===== src/rtl/flit_queue_bank.sv =====
// Bank of NPORTS x NVCS circular flit queues fed from one broadcast flit interface.
// Optional per-queue accept counters on a 16-bit shift chain when FQ_BANK_STATS_EN is defined.
module flit_queue_bank #(
  parameter int HADDR      = 0,
  parameter int ADDR_WIDTH = 8,
  parameter int NPORTS     = 4,
  parameter int NVCS       = 2,
  parameter int FLIT_WIDTH = 36,
  parameter int DEPTH      = 4,
  localparam int PW = (NPORTS > 1) ? $clog2(NPORTS) : 1,
  localparam int VW = (NVCS > 1) ? $clog2(NVCS) : 1,
  localparam int NQ = NPORTS * NVCS
) (
  input  logic                     clock,
  input  logic                     reset,
  input  logic                     enable,
  input  logic                     measure,
  input  logic                     flit_in_valid,
  input  logic [FLIT_WIDTH-1:0]    flit_in,
  input  logic [ADDR_WIDTH+PW-1:0] nexthop_in,
  input  logic [VW-1:0]            flit_in_vc,
  output logic                     flit_ack,
  output logic [NQ*FLIT_WIDTH-1:0] flit_out,
  output logic [NQ-1:0]            flit_out_valid,
  input  logic [NQ-1:0]            dequeue,
  output logic                     error,
  output logic                     is_quiescent,
  input  logic                     stats_shift,
  input  logic [15:0]              stats_in,
  output logic [15:0]              stats_out
);
  localparam int AW = $clog2(DEPTH);
  localparam int QW = (NQ > 1) ? $clog2(NQ) : 1;
  localparam logic [AW:0] FULL_CNT = (AW+1)'(DEPTH);
  localparam logic [PW:0] NPORTS_W = (PW+1)'(NPORTS);
  localparam logic [VW:0] NVCS_W   = (VW+1)'(NVCS);

  logic [FLIT_WIDTH-1:0] mem_q [NQ][DEPTH];
  logic [AW-1:0] rd_ptr_q [NQ];
  logic [AW-1:0] rd_ptr_d [NQ];
  logic [AW-1:0] wr_ptr_q [NQ];
  logic [AW-1:0] wr_ptr_d [NQ];
  logic [AW:0]   cnt_q [NQ];
  logic [AW:0]   cnt_d [NQ];
  logic          error_q, error_d;

  logic [ADDR_WIDTH-1:0] dst_addr;
  logic [PW-1:0] port;
  logic [VW-1:0] vc;
  logic          port_ok, vc_ok, addr_hit, match, port_err, deq_err, sel_full;
  logic [QW-1:0] q_sel;
  logic [NQ-1:0] enq, pop, empty;

  // Single-port / single-VC builds ignore the corresponding index field.
  assign dst_addr = nexthop_in[PW +: ADDR_WIDTH];
  assign port     = (NPORTS > 1) ? nexthop_in[PW-1:0] : '0;
  assign vc       = (NVCS > 1) ? flit_in_vc : '0;
  assign port_ok  = {1'b0, port} < NPORTS_W;
  assign vc_ok    = {1'b0, vc} < NVCS_W;
  assign addr_hit = dst_addr == ADDR_WIDTH'(HADDR);
  assign q_sel    = QW'(int'(port) * NVCS + int'(vc));
  assign match    = flit_in_valid & enable & addr_hit & port_ok & vc_ok;
  assign port_err = flit_in_valid & enable & addr_hit & ~port_ok;

  always_comb begin
    sel_full = 1'b0;
    for (int i = 0; i < NQ; i++) begin
      if (q_sel == QW'(i) && cnt_q[i] == FULL_CNT) sel_full = 1'b1;
    end
  end

  // Ack uses the pre-edge count, so a full queue refuses even while being popped.
  assign flit_ack = match & ~sel_full;

  always_comb begin
    enq            = '0;
    pop            = '0;
    empty          = '0;
    flit_out       = '0;
    flit_out_valid = '0;
    for (int i = 0; i < NQ; i++) begin
      empty[i]          = cnt_q[i] == '0;
      enq[i]            = flit_ack && (q_sel == QW'(i));
      pop[i]            = enable & dequeue[i] & ~empty[i];
      flit_out_valid[i] = ~empty[i];
      flit_out[i*FLIT_WIDTH +: FLIT_WIDTH] = mem_q[i][rd_ptr_q[i]];
    end
  end

  assign deq_err      = enable & |(dequeue & empty);
  assign error_d      = error_q | port_err | deq_err;
  assign error        = error_q;
  assign is_quiescent = &empty;

  always_comb begin
    for (int i = 0; i < NQ; i++) begin
      rd_ptr_d[i] = pop[i] ? rd_ptr_q[i] + 1'b1 : rd_ptr_q[i];
      wr_ptr_d[i] = enq[i] ? wr_ptr_q[i] + 1'b1 : wr_ptr_q[i];
      cnt_d[i]    = cnt_q[i];
      if (enq[i] && !pop[i]) cnt_d[i] = cnt_q[i] + 1'b1;
      else if (!enq[i] && pop[i]) cnt_d[i] = cnt_q[i] - 1'b1;
    end
  end

  always_ff @(posedge clock or negedge reset) begin
    if (!reset) begin
      error_q <= 1'b0;
      for (int i = 0; i < NQ; i++) begin
        rd_ptr_q[i] <= '0;
        wr_ptr_q[i] <= '0;
        cnt_q[i]    <= '0;
      end
    end else begin
      error_q <= error_d;
      for (int i = 0; i < NQ; i++) begin
        rd_ptr_q[i] <= rd_ptr_d[i];
        wr_ptr_q[i] <= wr_ptr_d[i];
        cnt_q[i]    <= cnt_d[i];
      end
    end
  end

  // Storage is not reset; contents are meaningless while a queue is empty.
  always_ff @(posedge clock) begin
    for (int i = 0; i < NQ; i++) begin
      if (enq[i]) mem_q[i][wr_ptr_q[i]] <= flit_in;
    end
  end

`ifdef FQ_BANK_STATS_EN
  logic [15:0] stat_q [NQ];
  logic [15:0] stat_d [NQ];
  logic [15:0] chain_in [NQ];

  // Shift wins over a same-cycle increment; counters saturate at 0xFFFF.
  always_comb begin
    for (int i = 0; i < NQ; i++) begin
      chain_in[i] = (i == 0) ? stats_in : 16'h0000;
      stat_d[i]   = stat_q[i];
    end
    for (int i = 1; i < NQ; i++) chain_in[i] = stat_q[i-1];
    for (int i = 0; i < NQ; i++) begin
      if (stats_shift) stat_d[i] = chain_in[i];
      else if (measure && enq[i] && stat_q[i] != 16'hFFFF) stat_d[i] = stat_q[i] + 16'd1;
    end
  end

  always_ff @(posedge clock or negedge reset) begin
    if (!reset) begin
      for (int i = 0; i < NQ; i++) stat_q[i] <= '0;
    end else begin
      for (int i = 0; i < NQ; i++) stat_q[i] <= stat_d[i];
    end
  end

  assign stats_out = stat_q[NQ-1];
`else
  logic unused_stats;
  assign unused_stats = measure ^ stats_shift;
  assign stats_out    = stats_in;
`endif
endmodule

===== config.mk =====
export PLATFORM = sky130hd
export DESIGN_NAME = flit_queue_bank
export DESIGN_NICKNAME = d
export VERILOG_FILES = /design/src/rtl/flit_queue_bank.sv
export SDC_FILE = /design/constraint.sdc
export NUM_CORES = 1
export LEC_CHECK = 0
export BUFFER_PORTS_ARGS = -buffer_cell sky130_fd_sc_hd__buf_2
export CAP_MARGIN = 20
export CORE_ASPECT_RATIO = 1.1
export CORE_MARGIN = 1.5
export CORE_UTILIZATION = 55
export CTS_CLUSTER_DIAMETER = 150
export DETAILED_ROUTE_END_ITERATION = 12
export GPL_ROUTABILITY_DRIVEN = 0
export GPL_TIMING_DRIVEN = 0
export PLACE_DENSITY = 0.76
export SLEW_MARGIN = 20
export SYNTH_ARGS = -nofsm -noshare
export SYNTH_HDL_FRONTEND = slang
export SYNTH_SLANG_ARGS = --single-unit
export TNS_END_PERCENT = 5

===== constraint.sdc =====
create_clock -name clock -period 3.2 [get_ports clock]
set_clock_uncertainty 0.1 [all_clocks]
set_input_delay 0.32 -clock clock [delete_from_list [all_inputs] [get_ports clock]]
set_output_delay 0.32 -clock clock [all_outputs]
set_load 0.1 [all_outputs]

==> qor.yml <==
syn_area_per_cell_um2: 24.7
clock_sinks: 1209
cts.clk_slew.worst_paths_ps: 60
cp_common_cell: "buf_2"
rows: 109
grt_max_degree: 48
cts_buffers: 107
dieArea_um2: 83700
ys_ff_latch: 1209
ys_warn_count: 0
dr.pass1.iters: 7
routedWlPerCell_um: 29.1
critical_path_peak_fanout: 10
relSlewSlack_pct: 48.0
path_buf_inv: 3
h-tree-depth: 3
worst_path_max_delay_cell: "clkbuf_1"
status: "finished clean"
max_freq_mhz: 322
cp_data_required_time_ps: 2780
core-area_um2: 80700
path_delay_family: "buffers and inverters"
start_util_pct: 55.9
wl_mm: 102
clk-insertion-delay-late_ps: 670
finalCritPeriodShare_pct: 97.2
cp-end-kind: "output port"
vias: 21300
async_flop_share_pct: 4.71
antenna_found_initial: 3
fin_cells: 3499
dp.cells: 3288
grt_pass1_wl_mm: 148
syn_nets: 1955
cap_violations: 0
die_y_um: 303
ys.flop_type: "edfxtp_1"
cts_root_buf: "clkbuf_16"
ys_types: 46
final.setup.tns_ps: 0
ios: 392
synth_area_um2: 45100
min_period_ps: 3110
nFillCells: 5071
overflow: 0
port_buffers: 371
finalMaxSlewViolations: 0
crit_chain: "clkbuf_1, buf_2, mux4_2, buf_2"
ant_nets: 0
tightest_slew_ps: 780
cpPeakStageDelay_ps: 510
grt_usage_pct: 24.4
dp_hpwl_mm: 65.9
rsz0062_at_grt: "true"
fin_nets: 2478
setup.worst_path.class: "flip-flop to output port"
via_per_inst: 6.08
setup_viol: 0
critPathLaunchType: "flip-flop"
layout-drive-gt1-share_pct: 40.6
synth_seq_area_share_pct: 79.8
cp.arrival_ps: 2690
first_global_vias: 21700
hold_violations: 0
cts_tree: "done"
area_growth_pct: 17.3
dr.first_iter.drc_count: 2350
synth-edff-count: 1152
cts_max_path_buffers: 3
fp.dieW_um: 276
synthCells: 1830
diodes: 0
drc: 0
worst_hold_path_type: "primary input to asynchronous set/reset pin"
[cells in the mapped netlist, drive strengths merged, types with 11 or more instances]
cell type	count	area (um2)
clkbuf	30	113
edfxtp	1152	34600
mux2	16	188
xor2	16	140
mux4	289	6510
xnor2	32	280
nor2	11	53.8
and2	32	200
dfrtp	57	1430
inv	29	109
ha	40	500
buf	56	312
[stage by stage]
stage	setup WS (ps)	hold slack [ps]	utilization [%]	instance area, um2
floorplan	-304	-75.6	-	45100
global placement	-573	359	59.8	48300
detailed placement	142	99.4	60.8	49100
CTS	-85.0	33.9	65.5	52900
global route	-14.5	83.8	65.5	52900
finish	90.8	67.2	65.5	52900
[cells in the final DEF (no fill, tap or decap), types with 3 or more instances in the layout]
master	count
fa_1	8
edfxtp_1	1152
clkinv_1	21
inv_1	29
clkbuf_16	111
nor2_1	8
xor2_1	16
clkinv_2	26
dfrtp_1	57
clkinvlp_4	6
nor4b_1	4
mux2_1	6
nor3_4	4
clkbuf_8	5
buf_16	9
nor3_1	3
xnor2_1	32
clkbuf_4	4
nand2_1	5
clkbuf_1	19
buf_4	34
mux2_2	8
dlygate4sd3_1	14
bufinv_16	13
nor3b_1	4
buf_2	383
buf_12	24
nand3_1	8
buf_6	4
mux4_2	289
and2_2	32
nand4_1	8
or3_1	6
ha_1	40
clkbuf_2	23
nor4_4	4
[sequential cells by signal, indices dropped and copies added (netlist names)]
signal and cells:
rd_ptr_q 16, error 1, mem_q 1152, wr_ptr_q 16, cnt_q 24
[cells by family after synthesis]
| family | count (synthesis) | share of synthesized area [%] |
|---|---|---|
| adders and majority gates | 48 | 1.46 |
| DFF | 1209 | 79.8 |
| xor gates and xnor gates | 48 | 0.932 |
| muxes | 305 | 14.8 |
| and+or+nand+nor | 99 | 1.62 |
| AOI/OAI and AO/OA | 6 | 0.111 |
| buffers and inverters | 115 | 1.18 |
[layout make-up]
type	instances	area [um2]	share of cell area, %
inverter	29	109	0.206
clock buffer	132	2910	5.49
clock inverter	69	671	1.27
tap	1054	1320	2.49
buffer	82	515	0.975
timing repair buffer	418	2730	5.17
sequential	1209	36000	68.1
multi-input combinational	506	8620	16.3
[worst paths after layout]
path / startpoint / to / slack [ps] / cells after the start
setup / recovery: rd_ptr_q[1] / flit_out[263] / 90 / 4
hold / removal: reset / wr_ptr_q[3] / 70 / 3
setup reg to reg: cnt_q[17] / cnt_q[23] / 470 / 9
hold reg to reg: error / error / 370 / 1
max in group asynchronous: reset / rd_ptr_q[0] / 1890 / 3
min in group clock: flit_in[11] / mem_q[0][155] / 70 / 1
[worst min-delay path, stage by stage]
cell and delay (ps):
dlygate4sd3_1 520, buf_4 130, buf_16 240
[per-layer routing]
metal  vias to the layer above  track usage (%)  wire length (um)
li1                       8735                -                 -
met1                     11400             32.5             38800
met2                       992             41.4             52400
met3                       157             4.21              7330
met4                         0             8.96              3360
met5                         -                0                 0
[repair_timing]
item,4_1_cts,5_1_grt
resized for setup,53,11
pin swaps,0,0
hold buffers,14,0
hold endpoints to repair,77,0
gates cloned,0,0
endpoints found under the setup margin,233,39
setup buffers,0,0
Power is not shown: default switching activity piles up to over one toggle a cycle in this logic, so the estimate is an artifact.
